[src/rtl/qm_writeback_pkg.sv]
// Shared widths and types for the writeback slice: register/data widths,
// the queued-result entry layout and the write-port source encoding.
package qm_writeback_pkg;

  localparam int QM_REG_W  = 5;
  localparam int QM_DATA_W = 32;
  localparam logic [QM_REG_W-1:0] QM_REG_ZERO = '0;

  typedef struct packed {
    logic [QM_REG_W-1:0]  wa;
    logic [QM_DATA_W-1:0] wd;
  } wb_entry_t;

  typedef enum logic [1:0] {
    SRC_NONE = 2'd0,
    SRC_FIFO = 2'd1,
    SRC_EX   = 2'd2,
    SRC_LU   = 2'd3
  } wb_src_e;

endpackage

[src/rtl/qm_writeback_if.sv]
// Bundle of result streams, hazard queries and the register-file write port
// seen by the writeback stage.
interface qm_writeback_if;
  import qm_writeback_pkg::*;

  logic                 ex_valid;
  logic [QM_REG_W-1:0]  ex_wa;
  logic [QM_DATA_W-1:0] ex_wd;
  logic                 ex_stall;
  logic                 lu_valid;
  logic                 lu_ready;
  logic [QM_REG_W-1:0]  lu_wa;
  logic [QM_DATA_W-1:0] lu_wd;
  logic                 iss_valid;
  logic [QM_REG_W-1:0]  iss_wa;
  logic [QM_REG_W-1:0]  ra1;
  logic [QM_REG_W-1:0]  ra2;
  logic                 busy1;
  logic                 busy2;
  logic                 fwd1_hit;
  logic                 fwd2_hit;
  logic [QM_DATA_W-1:0] fwd1_data;
  logic [QM_DATA_W-1:0] fwd2_data;
  logic                 we3;
  logic [QM_REG_W-1:0]  wa3;
  logic [QM_DATA_W-1:0] wd3;

  modport slave (
    input  ex_valid, ex_wa, ex_wd, lu_valid, lu_wa, lu_wd,
           iss_valid, iss_wa, ra1, ra2,
    output ex_stall, lu_ready, busy1, busy2, fwd1_hit, fwd2_hit,
           fwd1_data, fwd2_data, we3, wa3, wd3
  );

  modport master (
    output ex_valid, ex_wa, ex_wd, lu_valid, lu_wa, lu_wd,
           iss_valid, iss_wa, ra1, ra2,
    input  ex_stall, lu_ready, busy1, busy2, fwd1_hit, fwd2_hit,
           fwd1_data, fwd2_data, we3, wa3, wd3
  );

endinterface

[src/rtl/qm_wb_fifo.sv]
// Small synchronous FIFO for long-latency results; a push into a full FIFO is
// accepted only when the head is popped in the same cycle.
module qm_wb_fifo #(
  parameter int DEPTH = 2,
  parameter int W     = 37
) (
  input  logic                     clk,
  input  logic                     rst_n,
  input  logic                     push,
  input  logic                     pop,
  input  logic [W-1:0]             din,
  output logic [W-1:0]             dout,
  output logic                     full,
  output logic                     empty,
  output logic [$clog2(DEPTH):0]   count
);

  localparam int AW = $clog2(DEPTH);

  logic [W-1:0]  mem [DEPTH];
  logic [AW-1:0] wr_ptr;
  logic [AW-1:0] rd_ptr;
  logic [AW:0]   cnt;
  logic          do_push;
  logic          do_pop;

  assign full    = (cnt == (AW+1)'(DEPTH));
  assign empty   = (cnt == '0);
  assign count   = cnt;
  assign dout    = mem[rd_ptr];
  assign do_pop  = pop && !empty;
  assign do_push = push && (!full || do_pop);

  always_ff @(posedge clk) begin
    if (!rst_n) begin
      wr_ptr <= '0;
      rd_ptr <= '0;
      cnt    <= '0;
    end else begin
      if (do_push) wr_ptr <= wr_ptr + 1'b1;
      if (do_pop)  rd_ptr <= rd_ptr + 1'b1;
      cnt <= cnt + (AW+1)'(do_push) - (AW+1)'(do_pop);
    end
  end

  // Storage carries data only; occupancy is tracked by the pointers above.
  always_ff @(posedge clk) begin
    if (do_push) mem[wr_ptr] <= din;
  end

endmodule

[src/rtl/qm_writeback.sv]
// Register-file writer: merges in-order and long-latency results onto the
// single write port, tracks pending long-latency destinations, bypasses wd3.
module qm_writeback
  import qm_writeback_pkg::*;
#(
  parameter int LU_DEPTH = 2
) (
  input  logic            clk,
  input  logic            rst_n,
  qm_writeback_if.slave   wb
);

  localparam int CNT_W = $clog2(LU_DEPTH) + 1;

  wb_entry_t            ex_in;
  wb_entry_t            lu_in;
  wb_entry_t            fifo_head;
  wb_entry_t            sel_p0;
  wb_src_e              src_p0;
  logic                 sel_vld_p0;
  logic                 fifo_push;
  logic                 fifo_pop;
  logic                 fifo_full;
  logic                 fifo_empty;
  logic [CNT_W-1:0]     fifo_count;
  logic                 lu_xfer;
  logic [31:0]          sb_q;
  logic [31:0]          sb_set;
  logic [31:0]          sb_clr;
  logic                 we3_q;
  logic [QM_REG_W-1:0]  wa3_q;
  logic [QM_DATA_W-1:0] wd3_q;

  assign ex_in = '{wa: wb.ex_wa, wd: wb.ex_wd};
  assign lu_in = '{wa: wb.lu_wa, wd: wb.lu_wd};

  qm_wb_fifo #(
    .DEPTH (LU_DEPTH),
    .W     ($bits(wb_entry_t))
  ) u_fifo (
    .clk   (clk),
    .rst_n (rst_n),
    .push  (fifo_push),
    .pop   (fifo_pop),
    .din   (lu_in),
    .dout  (fifo_head),
    .full  (fifo_full),
    .empty (fifo_empty),
    .count (fifo_count)
  );

  // A full FIFO always drains its head, so the long-latency side can pass through.
  assign wb.lu_ready = rst_n && ((fifo_count != CNT_W'(LU_DEPTH)) || fifo_pop);
  assign wb.ex_stall = rst_n && wb.ex_valid && fifo_full;
  assign lu_xfer     = wb.lu_valid && wb.lu_ready;

  // p0: pick this cycle's write-port source
  always_comb begin
    src_p0    = SRC_NONE;
    fifo_pop  = 1'b0;
    fifo_push = 1'b0;
    if (fifo_full) begin
      src_p0    = SRC_FIFO;
      fifo_pop  = 1'b1;
      fifo_push = lu_xfer;
    end else if (wb.ex_valid) begin
      src_p0    = SRC_EX;
      fifo_push = lu_xfer;
    end else if (!fifo_empty) begin
      src_p0    = SRC_FIFO;
      fifo_pop  = 1'b1;
      fifo_push = lu_xfer;
    end else if (lu_xfer) begin
      src_p0    = SRC_LU;
    end
  end

  always_comb begin
    sel_p0     = '0;
    sel_vld_p0 = 1'b1;
    unique case (src_p0)
      SRC_FIFO: sel_p0 = fifo_head;
      SRC_EX:   sel_p0 = ex_in;
      SRC_LU:   sel_p0 = lu_in;
      default:  sel_vld_p0 = 1'b0;
    endcase
  end

  always_comb begin
    sb_set = '0;
    sb_clr = '0;
    if (wb.iss_valid && (wb.iss_wa != QM_REG_ZERO))
      sb_set = 32'd1 << wb.iss_wa;
    if (((src_p0 == SRC_FIFO) || (src_p0 == SRC_LU)) && (sel_p0.wa != QM_REG_ZERO))
      sb_clr = 32'd1 << sel_p0.wa;
  end

  // p1: write-port registers and scoreboard; a same-cycle re-issue keeps the bit set
  always_ff @(posedge clk) begin
    if (!rst_n) begin
      we3_q <= 1'b0;
      wa3_q <= '0;
      wd3_q <= '0;
      sb_q  <= '0;
    end else begin
      we3_q <= sel_vld_p0 && (sel_p0.wa != QM_REG_ZERO);
      if (sel_vld_p0) begin
        wa3_q <= sel_p0.wa;
        wd3_q <= sel_p0.wd;
      end
      sb_q <= (sb_q & ~sb_clr) | sb_set;
    end
  end

  assign wb.we3 = we3_q;
  assign wb.wa3 = wa3_q;
  assign wb.wd3 = wd3_q;

  assign wb.busy1 = (wb.ra1 != QM_REG_ZERO) && sb_q[wb.ra1];
  assign wb.busy2 = (wb.ra2 != QM_REG_ZERO) && sb_q[wb.ra2];

  assign wb.fwd1_hit  = we3_q && (wa3_q != QM_REG_ZERO) && (wb.ra1 == wa3_q);
  assign wb.fwd2_hit  = we3_q && (wa3_q != QM_REG_ZERO) && (wb.ra2 == wa3_q);
  assign wb.fwd1_data = wb.fwd1_hit ? wd3_q : '0;
  assign wb.fwd2_data = wb.fwd2_hit ? wd3_q : '0;

endmodule
[src/flat_wrapper.sv]
// flat-port wrapper written by rule: the top's interface ports become plain ports
module qm_writeback_flat import qm_writeback_pkg::*;
#(
  parameter int LU_DEPTH = 2
)
  (clk, rst_n, wb_ex_valid, wb_ex_wa, wb_ex_wd, wb_lu_valid, wb_lu_wa, wb_lu_wd, wb_iss_valid, wb_iss_wa, wb_ra1, wb_ra2, wb_ex_stall, wb_lu_ready, wb_busy1, wb_busy2, wb_fwd1_hit, wb_fwd2_hit, wb_fwd1_data, wb_fwd2_data, wb_we3, wb_wa3, wb_wd3);
  qm_writeback_if wb_i ();
  input  logic clk;
  input  logic rst_n;
  input wire logic [$bits(wb_i.ex_valid)-1:0] wb_ex_valid;
  input wire logic [$bits(wb_i.ex_wa)-1:0] wb_ex_wa;
  input wire logic [$bits(wb_i.ex_wd)-1:0] wb_ex_wd;
  input wire logic [$bits(wb_i.lu_valid)-1:0] wb_lu_valid;
  input wire logic [$bits(wb_i.lu_wa)-1:0] wb_lu_wa;
  input wire logic [$bits(wb_i.lu_wd)-1:0] wb_lu_wd;
  input wire logic [$bits(wb_i.iss_valid)-1:0] wb_iss_valid;
  input wire logic [$bits(wb_i.iss_wa)-1:0] wb_iss_wa;
  input wire logic [$bits(wb_i.ra1)-1:0] wb_ra1;
  input wire logic [$bits(wb_i.ra2)-1:0] wb_ra2;
  output wire logic [$bits(wb_i.ex_stall)-1:0] wb_ex_stall;
  output wire logic [$bits(wb_i.lu_ready)-1:0] wb_lu_ready;
  output wire logic [$bits(wb_i.busy1)-1:0] wb_busy1;
  output wire logic [$bits(wb_i.busy2)-1:0] wb_busy2;
  output wire logic [$bits(wb_i.fwd1_hit)-1:0] wb_fwd1_hit;
  output wire logic [$bits(wb_i.fwd2_hit)-1:0] wb_fwd2_hit;
  output wire logic [$bits(wb_i.fwd1_data)-1:0] wb_fwd1_data;
  output wire logic [$bits(wb_i.fwd2_data)-1:0] wb_fwd2_data;
  output wire logic [$bits(wb_i.we3)-1:0] wb_we3;
  output wire logic [$bits(wb_i.wa3)-1:0] wb_wa3;
  output wire logic [$bits(wb_i.wd3)-1:0] wb_wd3;
  assign wb_i.ex_valid = wb_ex_valid;
  assign wb_i.ex_wa = wb_ex_wa;
  assign wb_i.ex_wd = wb_ex_wd;
  assign wb_i.lu_valid = wb_lu_valid;
  assign wb_i.lu_wa = wb_lu_wa;
  assign wb_i.lu_wd = wb_lu_wd;
  assign wb_i.iss_valid = wb_iss_valid;
  assign wb_i.iss_wa = wb_iss_wa;
  assign wb_i.ra1 = wb_ra1;
  assign wb_i.ra2 = wb_ra2;
  assign wb_ex_stall = wb_i.ex_stall;
  assign wb_lu_ready = wb_i.lu_ready;
  assign wb_busy1 = wb_i.busy1;
  assign wb_busy2 = wb_i.busy2;
  assign wb_fwd1_hit = wb_i.fwd1_hit;
  assign wb_fwd2_hit = wb_i.fwd2_hit;
  assign wb_fwd1_data = wb_i.fwd1_data;
  assign wb_fwd2_data = wb_i.fwd2_data;
  assign wb_we3 = wb_i.we3;
  assign wb_wa3 = wb_i.wa3;
  assign wb_wd3 = wb_i.wd3;
  qm_writeback #(.LU_DEPTH(LU_DEPTH)) u_core (.clk(clk), .rst_n(rst_n), .wb(wb_i));
endmodule
[config.mk]
export PLATFORM = sky130hd
export DESIGN_NAME = qm_writeback_flat
export DESIGN_NICKNAME = d
export VERILOG_FILES = /design/src/rtl/qm_writeback_pkg.sv /design/src/rtl/qm_writeback_if.sv /design/src/rtl/qm_wb_fifo.sv /design/src/rtl/qm_writeback.sv /design/src/flat_wrapper.sv
export SDC_FILE = /design/constraint.sdc
export NUM_CORES = 1
export LEC_CHECK = 0
export ABC_AREA = 1
export BUFFER_PORTS_ARGS = -buffer_cell sky130_fd_sc_hd__buf_4
export CORE_ASPECT_RATIO = 0.5
export CORE_UTILIZATION = 49
export CTS_BUF_LIST = sky130_fd_sc_hd__clkbuf_16
export DETAILED_ROUTE_END_ITERATION = 8
export PLACE_DENSITY = 0.77
export SETUP_SLACK_MARGIN = 0.4
export SLEW_MARGIN = 20
export SYNTH_ARGS = -nofsm -noshare
export SYNTH_HDL_FRONTEND = slang
export SYNTH_SLANG_ARGS = --single-unit
[constraint.sdc]
create_clock -name clk -period 7.2 [get_ports clk]
set_input_delay 1.8 -clock clk [delete_from_list [all_inputs] [get_ports clk]]
set_output_delay 1.8 -clock clk [all_outputs]
set_load 0.02 [all_outputs]
## Word-level counts from Yosys, hierarchy flattened

Memories as Yosys holds them, arrays and structs flattened. A register that Yosys moved wholly into a read port is not among the register bits.
Cells that the tools add are included.
W data, S select, Z words.

- Memory bits (writable): 74
- Register bits after elaboration: 74
- Memories: 1
- Logic and storage cells: 76
- Latch bits: 0
- Memory bits (read-only): 0
- Output and inout bits: 108

- Bitwise gates (word level): 3
- $mul: 0
- Add/subtract/negate cells: 4
- Multiplexer cells: 24
- Reductions and logical operators: 26
- Order comparisons: 2
- Equal/unequal tests: 7
- Div/mod/pow operators: 0
- Shifts and indexed selects: 2

Memory list:

| name | words | bits a word | read ports | clocked after Yosys merged registers in | wr ports | RTL line | source |
|---|---|---|---|---|---|---|---|
| u_core.u_fifo.mem | 2 | 37 | 1 | 1 | 1 | qm_wb_fifo.sv:20 | `logic [W-1:0] mem [DEPTH];` |

Operators by type and width:

| kind | count |
|---|---|
| $mux W32 | 4 |
| $pmux W37 S3 | 1 |
| $shl A1 B5 Y32 const A | 2 |
| $and A32 B32 Y32 | 1 |
| $not A32 Y32 | 1 |
| $or A32 B32 Y32 | 1 |
| $reduce_bool A5 Y1 | 5 |
| $logic_and A1 B1 Y1 | 14 |
| $mux W1 | 13 |
| $lt A5 B6 Y1 const B | 2 |
| $bmux W1 S5 | 2 |
| $eq A5 B5 Y1 | 2 |
| $mux W2 | 4 |
| $eq A2 B2 Y1 const B | 3 |
| $logic_or A1 B1 Y1 | 3 |
| $reduce_or A3 Y1 | 1 |
| $add A1 B1 Y1 const B | 2 |
| $add A2 B1 Y2 | 1 |
| $eq A2 B1 Y1 const B | 1 |
| $logic_not A1 Y1 | 2 |
| $logic_not A2 Y1 | 1 |
| $ne A2 B2 Y1 const B | 1 |
| $sub A2 B1 Y2 | 1 |

## Longest topological paths before layout

Gate-level depths: netlist of run 1.

- Depth after elaboration: 19
- Depth in mapped cells: 11

## Hierarchy

A second synthesis of run 1 with hierarchy kept.

- Cell total of the unflattened synthesis: 931
- Area total of the unflattened synthesis: 7778.7 um2

Modules (own cells, without submodules):

| module | cells an instance | times used | area each (um2) | sequential area each (um2) |
|---|---|---|---|---|
| qm_writeback | 773 | 1 | 4714.5 | 1401.3 |
| qm_wb_fifo | 158 | 1 | 3064.2 | 2322.2 |

## Worst setup path before layout of run 1

Ideal clock, no wire load.

- Path type: input -> output
- From: input wb_ra1[1]
- To: output wb_fwd1_data[10]
- Stages: 8
- Buffers on the path: 2
- Setup slack: 1.741 ns
- Data arrival time: 3.659 ns
- Path through: buf_2 inv_1 nand2_1 nand4_1 nor4_1 inv_1 clkbuf_1 nor2_1

- Cells in the longest elaborated chain, start to end: 3

RTL lines:

| item | RTL line | source |
|---|---|---|
| start: declaration | flat_wrapper.sv:18 | `input wire logic [$bits(wb_i.ra1)-1:0] wb_ra1;` |
| $eq A5 B5 Y1 | qm_writeback.sv:122 | `assign wb.fwd1_hit = we3_q && (wa3_q != QM_REG_ZERO) && (wb.ra1 == wa3_q);` |
| $logic_and A1 B1 Y1 | qm_writeback.sv:122 |  |
| named net wb_fwd1_hit | flat_wrapper.sv:24 | `output wire logic [$bits(wb_i.fwd1_hit)-1:0] wb_fwd1_hit;` |
| $mux W32 | qm_writeback.sv:124 | `assign wb.fwd1_data = wb.fwd1_hit ? wd3_q : '0;` |
| end: declaration | flat_wrapper.sv:26 | `output wire logic [$bits(wb_i.fwd1_data)-1:0] wb_fwd1_data;` |

The timed path passes the listed nets, and every way through them passes these cells.

## Final worst setup path of run 1

- From: input wb_ra1[0]
- To: output wb_fwd1_data[10]

- Cells in the longest elaborated chain, start to end: 3

RTL lines:

| item | RTL line |
|---|---|
| $eq A5 B5 Y1 | qm_writeback.sv:122 |
| $logic_and A1 B1 Y1 | qm_writeback.sv:122 |
| $mux W32 | qm_writeback.sv:124 |

No other way between the ends.

==> results of run 1 <==
flip-flops by register name, indices dropped and copies added (netlist names), named ones only:
| signal | flops |
|---|---|
| u_core.sb_q | 32 |
| u_core.u_fifo.rd_ptr | 1 |
| u_core.wb.we3 | 1 |
| u_core.u_fifo.mem | 74 |
| u_core.wb.wd3 | 32 |
| u_core.wb.wa3 | 5 |
| u_core.u_fifo.wr_ptr | 1 |
| u_core.u_fifo.count | 2 |
report_power, final:
part	internal, µW	leakage (µW)	switching, µW
Clock	557	0.000307	372
Combinational	312	0.00230	590
Sequential	994	0.00129	77.9
Total	1860	0.00390	1040
placed cells by master (no fill, tap or decap):
cell,count
buf_4,203
nand2_1,201
nor2_1,99
inv_1,79
dfxtp_1,75
edfxtp_1,74
a21oi_1,53
nand3_1,51
o211ai_1,41
o21ai_0,35
or2_2,34
a41oi_1,32
o21ai_1,20
nand4_1,19
clkbuf_16,17
nand2_2,6
inv_2,6
nor2_2,5
nor3_1,4
nor2_4,4
inv_8,4
xor2_1,3
nor4_1,3
clkinv_1,3
nand3_2,3
inv_6,3
bufinv_16,3
buf_16,3
xnor2_1,2
o221ai_1,2
nand3b_1,2
nand3_4,2
nor3_2,2
ha_1,2
clkinv_4,2
o41ai_1,1
a21oi_4,1
nor2_8,1
clkinv_2,1
clkinvlp_4,1
layer usage:
layer	global-route usage, %	wire length [µm]	vias to the layer above
li1	-	-	3471
met1	33.7	9120	3390
met2	46.6	10500	273
met3	4.34	1180	31
met4	9.95	403	0
met5	0	0	-
logic make-up after synthesis:
logic type	synth area share, %
AO/OA/AOI/OAI	15.6
XOR/XNOR	0.584
adder cells (fa/ha/maj)	0.334
buffers and inverters	7.57
flip-flops	49.6
AND/OR/NAND/NOR	26.3
worst max-delay path, stage by stage:
cell and delay (ns):
buf_4 0.24, inv_1 0.17, nand2_1 0.09, nand4_1 0.08, nor4_1 0.60, clkinv_1 1.00
nor2_1 0.36, buf_4 0.19
layout make-up:
class / count / area (µm²)
fillers: 1222 / 4950
flip-flops and latches: 149 / 3720
multi-input cells: 628 / 3230
repair buffers: 206 / 1610
clock buffers: 17 / 425
inverters: 87 / 327
well taps: 198 / 248
clock inverters: 15 / 195
cell usage after synthesis (all sizes together):
cell    count
a21oi      54
a41oi      32
buf        15
clkbuf     38
clkinv      1
dfxtp      75
edfxtp     74
ha          2
inv        86
nand2     207
nand3      56
nand3b      2
nand4      19
nor2      109
nor3        6
nor4        3
o211ai     41
o21ai      55
o221ai      2
o41ai       1
or2        34
xnor2       2
xor2        3
stage by stage:
stage / instance area, µm² / cells / util (%) / total power (µW)
after floorplan: 7500 / 917 / - / 1670
after CTS: 9670 / 1297 / 65.8 / 2900
after global placement: 9050 / 1265 / 61.5 / 1950
final: 9750 / 1300 / 66.3 / 2900
after detailed placement: 9050 / 1265 / 61.5 / 1970
after global routing: 9750 / 1300 / 66.3 / 3050
worst max-delay path by stage:
stage,startpoint,endpoint,slack (ns),cells after the start
global placement,wb_ra1[0],wb_fwd1_data[3],1.47,8
floorplan,wb_ra1[1],wb_fwd1_data[10],1.74,8
finish,wb_ra1[0],wb_fwd1_data[10],0.85,8
CTS,wb_ra1[0],wb_fwd1_data[17],1.30,8
global route,wb_ra1[0],wb_fwd1_data[10],0.45,8
detailed placement,wb_ra1[0],wb_fwd1_data[17],1.33,8
==> impl_metrics.ini, run 1 <==
[run_status]
status = finished clean

[worst_hold_path]
hp-class = reg2reg
hp-start = u_core.sb_q[23]
holdPathStages = 2
whs_endpoint = u_core.sb_q[23]

[drt]
totalWireLength_um = 21200
drtAntennaViolNets = 0
drt-initial-drc-count = 573
drtPass1Iterations = 7
wl_per_cell_um = 16.3
via_per_inst = 5.51
post-route-drc-count = 0
num_vias = 7165

[critical_path]
critPathLaunchType = primary input
arrival_ns = 4.55
r2r_start = u_core.u_fifo.count[0]
crit_type = in2out
r2r_slack_ns = 4.38
worst_ep_required_time_ns = 5.40
r2r-end = u_core.sb_q[20]
rr_worst_depth = 9
crit_fanout = 32
endpoint_kind = primary output

[placed_design]
routabilityCongestion = 0.934
dp_hpwl_um = 14000
pre_cts_ws_ns = 1.33
portBuffers = 201

[cts]
clockBufferDepth = 2
hold_buffers = 0
cts_made_buffers = 17
ctsResizeCount = 0
cts_tree = built
h-tree-depth = 4
clk_pin_slew_ns = 0.07
insertion_delay_ns = 0.41
postCtsSetupRepairBufs = 0
cts.sinks = 149
root_buffer = clkbuf_16

[yosys]
syn-cell-area_mm2 = 0.00750
ys_warn_count = 0
synth_top_area_share_pct = 29.6
synth-seq-cells = 149
synthTopCellsByArea = edfxtp_1, dfxtp_1, nand2_1, nor2_1, o211ai_1
postSynthAreaPerCell_um2 = 8.18
synth_area_leader_cell = edfxtp_1
synth-seq-area-share_pct = 49.6
syn_inst = 917
syn_nets = 1013
yosysUniqueCellTypes = 35

[cells_and_area]
layout-drive-gt1-share_pct = 27.3
final_nets = 1185
synthToLayoutAreaGrowth_pct = 30.0
n_antenna_cell = 0

[die]
dieWidth_um = 177
fp.dieH_um = 89.5
dieArea_mm2 = 0.0158
ios = 202
initial_core_util_pct = 51.0
rows = 31
fp.coreArea_mm2 = 0.0147

[global_route]
antenna_found_initial = 0
grt_pass1_vias = 6531
overflow = 0
grt_pass1_wl_um = 32800
groute.usage.overall_pct = 26.6
grt_max_degree = 66

[timing]
fin_ws_ns = 0.852
fin_tns_setup_ns = 0
period_share_pct = 88.2
fmax_mhz = 158
final_hold_viol_count = 0
rsz0062_at_grt = false
setup_violations = 0
clock_skew_ns = 0.0101
worst_slew_margin_rel_pct = 24.6
drv_slew = 0
worst_pin_slew_ns = 1.13
hold_ws_ns = 0.463
min_period_ns = 6.35

[power]
leakage_uw = 0.00390
ir_worst_vdd_v = 0.000149
powerDensity_mw_per_mm2 = 298

[job]
max_cap_viol_count = 0
No activity file was read; power rests on OpenSTA's default activity.
==> inputs of run 2 (changes only) <==
--- a/config.mk
+++ b/config.mk
@@ -7,11 +7,14 @@
 export LEC_CHECK = 0
 export ABC_AREA = 1
 export BUFFER_PORTS_ARGS = -buffer_cell sky130_fd_sc_hd__buf_4
+export CELL_PAD_IN_SITES_DETAIL_PLACEMENT = 1
+export CELL_PAD_IN_SITES_GLOBAL_PLACEMENT = 2
 export CORE_ASPECT_RATIO = 0.5
-export CORE_UTILIZATION = 49
+export CORE_UTILIZATION = 33
 export CTS_BUF_LIST = sky130_fd_sc_hd__clkbuf_16
 export DETAILED_ROUTE_END_ITERATION = 8
-export PLACE_DENSITY = 0.77
+export PLACE_DENSITY = 0.88
+export REMOVE_ABC_BUFFERS = 1
 export SETUP_SLACK_MARGIN = 0.4
 export SLEW_MARGIN = 20
 export SYNTH_ARGS = -nofsm -noshare
==> constraint.sdc (replaced) <==
create_clock -name clk -period 7.2 [get_ports clk]
set_input_delay 0.72 -clock clk [delete_from_list [all_inputs] [get_ports clk]]
set_output_delay 0.72 -clock clk [all_outputs]
set_load 0.02 [all_outputs]
==> run 2 against run 1 <==
Combinational power rose by 2%. Sequential share of layout area fell by 0.31 points. First-iteration DRC count fell by 32%. Core utilization fell by 22 points. Clock-buffer cell count did not move. Setup slack improved by 2.4 ns. Routed wire length rose by 20%. Worst hold slack got worse by 0.017 ns. Via count rose by 0.42%. Register-to-register slack got worse by 0.12 ns.
==> impl_metrics.ini, run 2 (same netlist as run 1, synthesis figures left out) <==
[run_status]
status = finished clean

[cells_and_area]
largest_reg_flops = 74
final_nets = 1186
fin_cells = 1403
mostFrequentLayoutCells = buf_4, nand2_1, nor2_1, inv_1, dfxtp_1
final_common_cell = buf_4
regMostFlops = u_core.u_fifo.mem
synthToLayoutAreaGrowth_pct = 31.0
n_antenna_cell = 0
fin_area_mm2 = 0.00983
layout-drive-gt1-share_pct = 27.3

[drt]
via_per_inst = 5.13
post-route-drc-count = 0
wl_per_cell_um = 18.1
totalWireLength_um = 25400
drt-initial-drc-count = 388
num_vias = 7195
drtPass1Iterations = 4
drtAntennaViolNets = 0

[critical_path]
endpoint_kind = primary output
arrival_ns = 3.25
r2r-end = u_core.sb_q[4]
crit_type = in2out
critPathLaunchType = primary input
r2r_slack_ns = 4.26
worst_ep_required_time_ns = 6.48
r2r_start = u_core.u_fifo.count[0]
crit_fanout = 32
rr_worst_depth = 9

[die]
fp.dieH_um = 109
rows = 38
initial_core_util_pct = 34.2
fp.coreArea_mm2 = 0.0220
ios = 202
dieWidth_um = 215
dieArea_mm2 = 0.0234

[power]
p_sw_uw = 1070
power_frac_comb_pct = 31.5
seqPwrFrac_pct = 36.8
powerDensity_mw_per_mm2 = 297
pwr-share-clk_pct = 31.6
power_switching_share_pct = 36.7
p_int_uw = 1850
leakage_uw = 0.00388
ir_worst_vdd_v = 0.000154

[timing]
worst_pin_slew_ns = 1.02
rsz0062_at_grt = false
worst_slew_margin_rel_pct = 31.3
setup_violations = 0
final_hold_viol_count = 0
clock_skew_ns = 0.00644
fmax_mhz = 252
drv_slew = 0
period_share_pct = 55.2
fin_tns_setup_ns = 0
min_period_ns = 3.97

[worst_hold_path]
whs_endpoint = u_core.sb_q[0]
holdPathStages = 2
hp-class = reg2reg
hp-start = u_core.sb_q[0]

[job]
max_cap_viol_count = 0

[placed_design]
dp_hpwl_um = 17600
place_area_mm2 = 0.00923
dp_cells = 1371
routabilityCongestion = 0.812
portBuffers = 201

[cts]
ctsResizeCount = 0
clk_pin_slew_ns = 0.06
insertion_delay_ns = 0.43
cts_made_buffers = 17
root_buffer = clkbuf_16
cts.sinks = 149
h-tree-depth = 4
cts_tree = built
hold_buffers = 0
clockBufferDepth = 2
postCtsSetupRepairBufs = 0

[global_route]
antenna_found_initial = 0
groute.usage.overall_pct = 22.1
overflow = 0
grt_pass1_wl_um = 39700
grt_max_degree = 66
grt_pass1_vias = 7515
[run 2: changes by cell type in the layout (fill, tap and decap cells not counted)]
cell	previous run	this run
inv_8	4	0
buf_4	203	206
buf_16	3	1
clkinv_4	2	4
clkinv_1	3	4
clkinvlp_4	1	2
[run 2: how the worst max path moves through the flow]
stage	start	to	slack, ns	depth (start not counted)
floorplan	wb_ra1[2]	wb_fwd1_data[0]	3.69	6
global placement	wb_ra1[0]	wb_fwd1_data[15]	3.78	8
detailed placement	wb_ra2[0]	wb_fwd2_data[14]	3.63	8
CTS	u_core.wb.wa3[0]	wb_fwd1_data[24]	3.59	7
global route	wb_ra2[0]	wb_fwd2_data[0]	2.93	8
finish	wb_ra2[0]	wb_fwd2_data[14]	3.23	8
[run 2: cell type report]
class	instances	area (µm²)
fill	2676	12100
tap	300	375
clock inverter	15	179
timing repair buffer	207	1570
clock buffer	17	425
inverter	87	327
sequential	149	3720
multi-input combinational	628	3230
[run 2: routing by layer]
metal,vias up,share of wire [%],track usage (%)
met1,3550,44,26.4
met2,133,51,40.1
met3,38,2.9,3.88
li1,3474,-,-
met5,-,0,0
met4,0,2.6,8.66
[run 2: power groups by stage]
stage	logic, µW	registers (µW)	clock network (µW)
6_report	921	1080	924
4_1_cts	932	1080	942
3_5_place_dp	926	1090	0
5_1_grt	1010	1090	979
3_3_place_gp	896	1090	0
2_1_floorplan	457	1160	0
[run 2: metrics by stage]
stage                     utilization (%)  total power, µW  hold slack [ns]  setup WS (ns)
after global placement               41.9             1990            0.436           3.78
final                                44.7             2920            0.447           3.23
after detailed placement             42.0             2020            0.437           3.63
after CTS                            44.7             2950            0.451           3.59
after global routing                 44.7             3080            0.460           2.93
after floorplan                         -             1620            0.414           3.69
[run 2: worst max-delay path: stages]
cell,delay (ns)
buf_4,0.25
inv_1,0.19
nand2_1,0.10
nand4_1,0.10
nor4_1,0.42
clkinv_1,0.89
nor2_1,0.36
buf_4,0.19
